**src/rtl/idp_enc_11.sv**
```systemverilog
// Sequential FNS encoder for the 11-wire IDP CAC link: greedy weight subtraction, one weight per clock.
// Optional IDP_ENC_SELFCHK_EN adds chk_err, a recombine-and-compare check on each finished word.

`ifndef FNS01
`define FNS01 1
`endif
`ifndef FNS02
`define FNS02 2
`endif
`ifndef FNS03
`define FNS03 3
`endif
`ifndef FNS04
`define FNS04 5
`endif
`ifndef FNS05
`define FNS05 8
`endif
`ifndef FNS06
`define FNS06 13
`endif
`ifndef FNS07
`define FNS07 21
`endif
`ifndef FNS08
`define FNS08 34
`endif
`ifndef FNS10
`define FNS10 55
`endif
`ifndef FNS11
`define FNS11 89
`endif
`ifndef IBLEN11
`define IBLEN11 9
`endif

module idp_enc_11 #(
  parameter int DW   = `IBLEN11,
  parameter int WMAX = `FNS10 + 2*`FNS11 + `FNS08 + `FNS07 + `FNS06 + `FNS05
                     + `FNS04 + `FNS03 + `FNS02 + `FNS01
) (
  input  logic          clk,
  input  logic          rst,
  input  logic          in_valid,
  output logic          in_ready,
  input  logic [DW-1:0] din,
  output logic          out_valid,
  input  logic          out_ready,
  output logic [10:0]   codeout,
  output logic          ovf
`ifdef IDP_ENC_SELFCHK_EN
  ,output logic         chk_err
`endif
);

  typedef enum logic [1:0] {IDLE, ENC, DONE} state_t;
  state_t state, state_nxt;

  logic [DW-1:0] rem;
  logic [3:0]    step;
  logic [3:0]    sb;
  logic [DW-1:0] sw;
  logic          in_rng;

  function automatic logic [DW-1:0] wt(input logic [3:0] b);
    case (b)
      4'd10:       wt = DW'(`FNS10);
      4'd9, 4'd8:  wt = DW'(`FNS11);
      4'd7:        wt = DW'(`FNS08);
      4'd6:        wt = DW'(`FNS07);
      4'd5:        wt = DW'(`FNS06);
      4'd4:        wt = DW'(`FNS05);
      4'd3:        wt = DW'(`FNS04);
      4'd2:        wt = DW'(`FNS03);
      4'd1:        wt = DW'(`FNS02);
      default:     wt = DW'(`FNS01);
    endcase
  endfunction

  // The two FNS11 wires outrank FNS10, so the first three steps are out of bit order.
  function automatic logic [3:0] step_bit(input logic [3:0] s);
    case (s)
      4'd0:    step_bit = 4'd9;
      4'd1:    step_bit = 4'd8;
      4'd2:    step_bit = 4'd10;
      default: step_bit = 4'd10 - s;
    endcase
  endfunction

  assign sb       = step_bit(step);
  assign sw       = wt(sb);
  assign in_rng   = (din <= DW'(WMAX));
  assign in_ready = (state == IDLE) && !rst;

  always_ff @(posedge clk) begin
    if (rst) state <= IDLE;
    else     state <= state_nxt;
  end

  always_comb begin
    state_nxt = state;
    case (state)
      IDLE: if (in_valid) state_nxt = in_rng ? ENC : DONE;
      ENC:  if (step == 4'd10) state_nxt = DONE;
      DONE: if (out_ready) state_nxt = IDLE;
      default: state_nxt = IDLE;
    endcase
  end

  always_ff @(posedge clk) begin
    if (rst) begin
      codeout   <= '0;
      out_valid <= 1'b0;
      ovf       <= 1'b0;
      rem       <= '0;
      step      <= '0;
    end else begin
      case (state)
        IDLE: if (in_valid) begin
          if (in_rng) begin
            rem     <= din;
            codeout <= '0;
            step    <= '0;
            ovf     <= 1'b0;
          end else begin
            codeout   <= 11'h7FF;
            ovf       <= 1'b1;
            out_valid <= 1'b1;
          end
        end
        ENC: begin
          if (rem >= sw) begin
            codeout[sb] <= 1'b1;
            rem         <= rem - sw;
          end
          step <= step + 4'd1;
          if (step == 4'd10) out_valid <= 1'b1;
        end
        DONE: if (out_ready) out_valid <= 1'b0;
        default: ;
      endcase
    end
  end

`ifdef IDP_ENC_SELFCHK_EN
  logic [DW-1:0] din_q;
  logic [DW:0]   recomb;

  always_ff @(posedge clk) begin
    if (rst)                       din_q <= '0;
    else if (state == IDLE && in_valid) din_q <= din;
  end

  always_comb begin
    recomb = '0;
    for (int i = 0; i < 11; i++)
      if (codeout[i]) recomb = recomb + {1'b0, wt(4'(i))};
  end

  // Combinational so it tracks out_valid exactly and drops on handoff.
  assign chk_err = (state == DONE) && !ovf && (recomb != {1'b0, din_q});
`endif

endmodule

```
**config.mk**
```make
export PLATFORM = sky130hd
export DESIGN_NAME = idp_enc_11
export DESIGN_NICKNAME = d
export VERILOG_FILES = /design/src/rtl/idp_enc_11.sv
export SDC_FILE = /design/constraint.sdc
export NUM_CORES = 1
export LEC_CHECK = 0
export ABC_AREA = 1
export ABC_CLOCK_PERIOD_IN_PS = 3000
export CORE_ASPECT_RATIO = 1.2
export CORE_MARGIN = 4
export CORE_UTILIZATION = 56
export CTS_CLUSTER_SIZE = 8
export DETAILED_ROUTE_END_ITERATION = 7
export PLACE_DENSITY_LB_ADDON = 0.2
export SYNTH_ARGS = -nofsm -noshare
export SYNTH_HDL_FRONTEND = slang
export SYNTH_SLANG_ARGS = --single-unit
```
**constraint.sdc**
```tcl
create_clock -name clk -period 3 [get_ports clk]
set_input_delay 0.6 -clock clk [delete_from_list [all_inputs] [get_ports clk]]
set_output_delay 0.6 -clock clk [all_outputs]
set_load 0.05 [all_outputs]
```
Word level (Yosys, flattened, before mapping)
Memory sizes are Yosys's and may differ from the RTL's.
Index checks and enable logic that the tools add are counted.

word-level totals
  bits in registers = 28
  bits in latches = 0
  RAM bits = 0
  memory bits (read-only) = 112
  output and inout bits = 14
  memories = 1

cells by class
  add/sub/neg operators = 3
  multiply operators = 0
  div/mod/pow operators = 0
  magnitude comparators = 4
  equal/unequal tests = 11
  shift-type cells = 0
  mux-type cells = 25
  bitwise operators = 1
  reductions and logical operators = 13

memory list
  name              depth  width  rd ports  clocked after memory_dff  wr ports  line  source
  (name not given)  16     7      1         0                         0         67    case (b)

operators with widths
  cell                                                                          count
  11-bit two-way mux                                                            3
  9-bit two-way mux                                                             3
  11-bit case mux with 2 select lines                                           1
  9-bit case mux with 2 select lines                                            1
  2-bit inequality test, second input constant                                  6
  4-bit case mux with 3 select lines                                            1
  11-bit OR                                                                     1
  9-bit >= comparator                                                           1
  9-bit less-or-equal comparator, second input constant                         1
  3-bit AND reduction                                                           3
  9-bit subtractor                                                              1
  2-bit two-way mux                                                             4
  4-bit two-way mux                                                             2
  4-bit case mux with 2 select lines                                            1
  1-bit two-way mux                                                             6
  2-bit case mux with 3 select lines                                            1
  4-bit by 5-bit less-than comparator with 1-bit output, second input constant  1
  5-bit AND reduction                                                           1
  4-bit by 1-bit adder with 4-bit output, second input constant                 1
  1-bit demux with 4-bit select                                                 1
  4-bit by 1-bit == test with 1-bit output, second input constant               1
  4-bit by 2-bit == test with 1-bit output, second input constant               1
  4-bit == test, second input constant                                          1
  4-bit by 1-bit >= comparator with 1-bit output, second input constant         1
  other kinds (12)                                                              13

Depth between registers and ports, before layout
Gate-level depths: netlist of the first run.

  word-level depth = 9
  mapped depth = 22
  mapped depth without buffers = 22

Worst setup path before layout of the first run
Ideal clock, no wire load.

  kind = register -> register
  start point = register step[0]
  end point = register rem[2]
  data arrival time = 2.634 ns
  path slack = 0.255 ns
  cell stages (with the launch flop) = 20
  clock period less this slack = 2.745 ns
  cells stage by stage = dfxtp_1 inv_1 ha_1 nor2_1 nand2_1 nand3_1 nand2_1 nor2_2 nand2_1 nand2_1 o221ai_1 ha_1 or2_0 nand3_2 nand2_2 nor2_4 nor2_8 buf_8 nor2_2 nor2_1

between the ends
  cells in the longest elaborated chain, start to end = 6

ends and longest elaborated chain
  what                                                                       line      source
  from (decl)                                                                61        logic [3:0] step;
  from (signal assigned)                                                     137       step <= step + 4'd1;
  4-bit subtractor (tied with other cells)                                   87        default: step_bit = 4'd10 - s;
  4-bit case mux with 3 select lines (*)                                     83        case (s)
  memory 16 x 7 bit (*)                                                      n/a
  9-bit subtractor or 9-bit >= comparator (tied branches)                    135, 133
  9-bit two-way mux or 2-bit inequality test (tied branches)                 n/a
  9-bit case mux with 2 select lines or 4-bit AND reduction (tied branches)  n/a
  to (signal assigned)                                                       122       rem <= din;
  to (signal assigned)                                                       135       rem <= rem - sw;
  to (decl)                                                                  60        logic [DW-1:0] rem;

Every way passes the cells marked *; elsewhere a longest branch is shown, timed or not. The select of a mux whose other input is x is not followed.
A chain may end at the register's enable or synchronous reset.

Worst setup path after layout of the first run
  start point = register step[3]
  end point = register codeout[3]

between the ends
  cells in the longest elaborated chain, start to end = 9

ends and longest elaborated chain
  what                                                         line  source
  4-bit subtractor (tied with other cells)                     87
  4-bit case mux with 3 select lines (*)                       83
  branches (longest 7 deep; another with 9-bit >= comparator)  n/a
  to (signal assigned)                                         123   codeout <= '0;
  to (signal assigned)                                         127   codeout <= 11'h7FF;
  to (signal, indexed assignment)                              134   codeout[sb] <= 1'b1;
  to (decl)                                                    50    output logic [10:0] codeout,

Mark *: on every way between the ends. The select of a mux whose other input is x is not followed.

==> impl_results.md, run 1 <==
- GR Layer Usage met3: 0.02360
- Design Area, Final: 3087 sq um
- Post-synth top area share: 0.2642
- Final period util: 1.009
- Nets@finish: 423
- Total global-route track usage: 0.2402
- #FFs+latches synth: 28
- CTS tree: yes
- Main combinational cell family by area after synthesis: simple AND/OR/NAND/NOR gates
- Hold_ws: 473.1 ps
- First-pass GRT wire length: 9273 um
- Die H: 75.44 um
- Synth area leaders: dfxtp_1 (26%), nand2_1 (21%), inv_1 (7.6%)
- Reg2Reg Depth: 13
- Max Buffers Root-to-Sink: 2
- Final-report hold violation count: 0
- Crit Path Class: reg -> reg
- Post-Synth XOR/XNOR Area: 0.008255
- Final setup skew: 2.967 ps
- Worst Path Max Fanout: 6
- Status: finished, violations left
- 1st-iter DRT viols: 268
- Final Setup Violations: 1
- VDD IR max: 0.0003114 V
- HPWL Detailed: 4331 um
- Pleak: 1.465 nW
- Post-DP Area: 2556 sq um
- Clock latency on the worst-skew pair: 280 ps
- Initial antenna violation count: 0
- DRC viols: 0
- GP Congestion: 0.9750
- Setup ws final: -27.26 ps
- Compound-cell area share of the yosys netlist: 0.1368
- Hold-fix buffers, CTS: 0
- Mux share of post-synthesis cell area: 0.004717
- Fmax: 330.3 MHz
- WP data arrival: 3190 ps
- GR Layer Usage met1: 0.2795
- Post-Synthesis Cells: 347
- Layout cells sized above 1: 0.2872
- Most frequent cells in the layout: nand2_1 (99), inv_1 (36), dfxtp_1 (26)
- Post-Synth Adder-Cell Area: 0.07429
- Root Driver: clkbuf_8
- Req. time, crit path: 3170 ps
- H-Tree Depth: 1
- Vias in the first global route: 2155
- Post-route minimum period: 3027 ps
- Final non-filler cell total: 449
- Post-synth EDFFs: 0
- Syn_nets: 372
- Initial core utilization: 0.5840
- Fraction of registers with async set/reset: 0
- M2 GR Usage: 0.4524
- Synthesis-to-layout area growth: 45.46%
- Hold Path Depth: 2
- Boundary pin count: 27
- Final core utilization: 0.8495
- Cell variety after synth: 34
- Ant diodes: 0
- Pin count of the biggest net entering global routing: 18
- Netlist area before placement: 2122 sq um
- Failing checks: setup timing
- PortBufs: 26
- Via density: 5.813
- Syn avg cell area: 6.115 sq um
- Synth Flop Type: dfxtp_1
- Post-Synth Simple-Gate Area: 0.4098
- DP Cell Count: 437
- CTS Buf Count: 3
- CP endpoint kind: flop
- GRT busiest layer: met2
- WL/cell: 16.12 um
- Routed Antenna Nets: 0
- Register area share after synthesis: 0.2642
- MaxCap Viol Count: 0
- Drt first pass iters: 8
- Commonest non-fill, non-tap cell in the layout: nand2_1
- Die X: 64.20 um
- Slew HR: 0.4203
- Core area: 3633 sq um
- Reg clk slew, reported paths: 110 ps
- Num rows: 24
- Slew Viols, Final: 0
- PD cells: 574.2 nW/um^2
- Tightest Hold Check Type: reg -> reg
- Worst Tran Pin Value: 860.5 ps
- CP startpoint kind: flop
- Area of the die: 4843 sq um
- GRT overflow: 0
- Final wirelength: 7238 um
- Overall via count from detail_route: 2610
- Post-synth top area cell: dfxtp_1
- Synth Warn #: 0
- Clock sinks: 28
==> cells by family after synthesis <==
group                      Yosys count
xor gates and xnor gates             2
muxes                                1
adders and majority gates           12
DFF                                 28
buffers and inverters               54
AOI/OAI and AO/OA                   55
and+or+nand+nor                    195
==> worst max-delay path: stages (launching register included) <==
cell and delay, ps:
dfxtp_1 490, nor2_4 110, o21ai_0 690, inv_1 150, a21oi_2 200, ha_2 310
nand2_1 90, nor2_1 60, nand2_1 70, nand2_2 80, nor2_4 190, nor2_2 80
o21ai_0 280, nor2_1 100
==> flip-flops by register name, summed over array words and instances, names as in the netlist <==
name and flops:
step 4, state 2, codeout 11, rem 9, ovf 1, out_valid 1
==> stage by stage <==
step | setup slack [ps] | TNS, ps | power, mW
3_3_place_gp | -52.18 | -256.2 | 1.253
4_1_cts | 10.13 | 0 | 1.594
5_1_grt | -159.4 | -1535 | 1.864
3_5_place_dp | -126.9 | -888.0 | 1.268
2_1_floorplan | 254.7 | 0 | 1.038
6_report | -27.26 | -27.26 | 1.772
==> repair_timing <==
item	CTS	global route
setup endpoints to repair	19	20
setup buffers	3	4
hold endpoints to repair	0	0
pin swaps	5	30
gates resized for setup	8	91
cloned	0	1
==> report_power, final <==
part / internal [mW] / total (mW) / leakage, nW / switching [mW]
logic: 0.364 / 0.972 / 1.20 / 0.609
clock network: 0.179 / 0.308 / 0.0357 / 0.130
registers: 0.437 / 0.492 / 0.232 / 0.0544
total: 0.980 / 1.77 / 1.47 / 0.793
==> final timing paths <==
path | startpoint | endpoint | slack [ps]
max | step[3]$_SDFFE_PP0P_ | codeout[3]$_SDFFE_PP0P_ | -30
min | out_valid$_SDFFE_PP0P_ | out_valid$_SDFFE_PP0P_ | 470
max reg2reg | step[3]$_SDFFE_PP0P_ | codeout[3]$_SDFFE_PP0P_ | -30
min reg2reg | out_valid$_SDFFE_PP0P_ | out_valid$_SDFFE_PP0P_ | 470
==> final cells by class <==
type,instances,area [sq um]
inverter,48,185.2
clock buffer,3,41.29
fill,205,546.8
clock inverter,1,30.03
tap,52,65.06
sequential,28,568.0
multi-input combinational,266,1732
timing repair buffer,51,465.4
==> per-layer routing <==
| metal | vias up | wire [um] |
|---|---|---|
| li1 | 1210 | - |
| met5 | - | 0 |
| met3 | 39 | 488 |
| met4 | 0 | 384 |
| met2 | 137 | 3661 |
| met1 | 1224 | 2704 |
==> Yosys cell counts (2+ instances only) <==
master      n
a21oi_1    29
buf_2       2
clkbuf_1    3
dfxtp_1    28
ha_1       11
inv_1      43
inv_2       5
nand2_1   118
nand2_2     5
nand3_1    22
nand3_2     2
nand4_1     3
nor2_1     27
nor2_2      7
nor2_4      2
o21ai_0    18
o21ai_1     3
o21bai_1    2
o221ai_1    2
No activity file was read; power rests on OpenSTA's default activity.
==> run 2, diff against run 1 <==
--- a/config.mk
+++ b/config.mk
@@ -6,7 +6,6 @@
 export NUM_CORES = 1
 export LEC_CHECK = 0
 export ABC_AREA = 1
-export ABC_CLOCK_PERIOD_IN_PS = 3000
 export CORE_ASPECT_RATIO = 1.2
 export CORE_MARGIN = 4
 export CORE_UTILIZATION = 56
==> results of run 2 <==
Final layout, timing and power as in run 1 (identical DEF).
==> run 3, diff against run 2 <==
--- a/config.mk
+++ b/config.mk
@@ -11,6 +11,7 @@
 export CORE_UTILIZATION = 56
 export CTS_CLUSTER_SIZE = 8
 export DETAILED_ROUTE_END_ITERATION = 7
+export HOLD_SLACK_MARGIN = 0.05
 export PLACE_DENSITY_LB_ADDON = 0.2
 export SYNTH_ARGS = -nofsm -noshare
 export SYNTH_HDL_FRONTEND = slang
==> constraint.sdc (replaced) <==
create_clock -name clk -period 3 [get_ports clk]
set_input_delay 0.75 -clock clk [delete_from_list [all_inputs] [get_ports clk]]
set_output_delay 0.75 -clock clk [all_outputs]
set_load 0.05 [all_outputs]
==> run 3 against run 2 <==
Net effect: the run now ends clean; non-clock buffer count fell by 5; highest routed layer unchanged; largest cell class unchanged; global-route usage up 0.35 points; utilization is 4.0 points lower; first-iteration DRC count decreased by 21%; register-to-register slack improved by 80 ps; total power down 2.3%; count of clock-buffer cells in the layout is the same; combinational power fell by 4.4%; clock skew increased by 5.9 ps; critical endpoint is now rem[5]$_SDFFE_PP0P_; sequential cell count stayed put; maximum frequency is 2.6% higher.
==> impl_results.md, run 3 (synthesis results as in run 1) <==
- Status: finished clean
- 1st-iter DRT viols: 212
- Initial core utilization: 0.5840
- Final setup skew: 8.852 ps
- CTS tree: yes
- Slew Viols, Final: 0
- Area of the die: 4843 sq um
- Worst R2R Setup Slack: 50 ps
- DRC viols: 0
- Vias in the first global route: 2142
- Nets@finish: 419
- Pleak: 1.392 nW
- Core area: 3633 sq um
- Crit Path Class: reg -> reg
- VDD IR max: 0.0003041 V
- Post-route minimum period: 2951 ps
- Commonest non-fill, non-tap cell in the layout: nand2_1
- Boundary pin count: 27
- WP data arrival: 3130 ps
- WL met2: 3345 um
- Root Driver: clkbuf_8
- Ant diodes: 0
- Final Setup Violations: 0
- Slew HR: 0.6181
- Max FFs per register: 11
- PortBufs: 26
- Most frequent cells in the layout: nand2_1 (103), inv_1 (41), dfxtp_1 (26)
- Initial antenna violation count: 0
- Routed Antenna Nets: 0
- CP startpoint kind: flop
- GP Congestion: 0.9562
- Largest Register: codeout
- Reg clk slew, reported paths: 110 ps
- GRT overflow: 0
- Clock latency on the worst-skew pair: 290 ps
- Fmax: 338.9 MHz
- Final wirelength: 6511 um
- Overall via count from detail_route: 2472
- CTS Buf Count: 3
- Via density: 5.555
- Setup ws final: 49.16 ps
- Post-DP Area: 2519 sq um
- Pin count of the biggest net entering global routing: 20
- Tightest Hold Check Type: reg -> reg
- Largest registers: codeout: 11 flops, rem: 9 flops, step: 4 flops
- Die H: 75.44 um
- First-pass GRT wire length: 9308 um
- Power, Total: 1.731 mW
- Post-route met1 wirelength: 2574 um
- Num rows: 24
- Final period util: 0.9836
- H-Tree Depth: 1
- Synthesis-to-layout area growth: 38.56%
- Total global-route track usage: 0.2436
- PD cells: 588.8 nW/um^2
- DR WL met3: 345 um
- Top layer in use: met4
- Worst Path Max Fanout: 5
- HPWL Detailed: 4310 um
- Max Buffers Root-to-Sink: 2
- Pre-CTS setup slack: -127.7 ps
- Final non-filler cell total: 445
- Die X: 64.20 um
- WL/cell: 14.63 um
- Worst Tran Pin Value: 572.2 ps
- Clock sinks: 28
- CP endpoint kind: flop
- Layout cells sized above 1: 0.2341
- Req. time, crit path: 3180 ps
- Final-report hold violation count: 0
- Drt first pass iters: 5
- MaxCap Viol Count: 0
- Design Area, Final: 2940 sq um
- DP Cell Count: 432
==> run 3: worst paths after layout <==
| kind | startpoint | to | cells after the start |
|---|---|---|---|
| max | step[0]$_SDFFE_PP0P_ | rem[5]$_SDFFE_PP0P_ | 21 |
| min | out_valid$_SDFFE_PP0P_ | out_valid$_SDFFE_PP0P_ | 2 |
| max reg2reg | step[0]$_SDFFE_PP0P_ | rem[5]$_SDFFE_PP0P_ | 21 |
| min reg2reg | out_valid$_SDFFE_PP0P_ | out_valid$_SDFFE_PP0P_ | 2 |
==> run 3: final cells by class <==
class | count | area (sq um)
clock inverters | 1 | 30.03
flip-flops and latches | 28 | 568.0
inverters | 48 | 185.2
clock buffers | 3 | 41.29
fillers | 251 | 693.2
repair buffers | 46 | 436.7
multi-input cells | 267 | 1614
well taps | 52 | 65.06
==> run 3: worst max-delay path, cell delays in order (launching register included) <==
cell and delay [ps]:
dfxtp_4 410, buf_6 120, ha_4 130, nor2_4 40, nand2_2 100, nand2_4 100, nand2_4 100, nand2_4 60
nor2_4 140, nand2_1 80, nand2_2 70, o221ai_2 90, ha_1 360, buf_4 150, a21oi_1 150, nand2_1 110
nand2_1 90, nand3_1 70, nand3_1 80, o21ai_0 120, nor2_1 170, nor2_1 60
==> run 3: power by group <==
part / leakage (nW) / switching [mW] / internal [mW]
clock network: 0.0357 / 0.132 / 0.179
registers: 0.232 / 0.0541 / 0.437
logic: 1.12 / 0.578 / 0.352
==> run 3: layer usage <==
metal / vias up / track usage
met5: - / 0
met4: 0 / 0.09155
met3: 24 / 0.02507
met2: 103 / 0.4524
met1: 1141 / 0.2931
li1: 1204 / -
==> run 3: timing repair <==
item,CTS,global route
resized for setup,8,61
setup buffers,0,7
gates cloned,0,2
hold buffers,0,0
endpoints found under the hold margin,0,0
setup endpoints to repair,20,20
pin swaps,1,21
==> run 3: per-stage QoR <==
stage	TNS, ps	hold WS [ps]	util
after detailed placement	-1333	459.7	0.6932
after CTS	0	473.7	0.7252
after floorplan	0	449.7	-
after global routing	-1193	505.7	0.8092
after global placement	-34.88	453.3	0.6932
final	0	470.3	0.8092
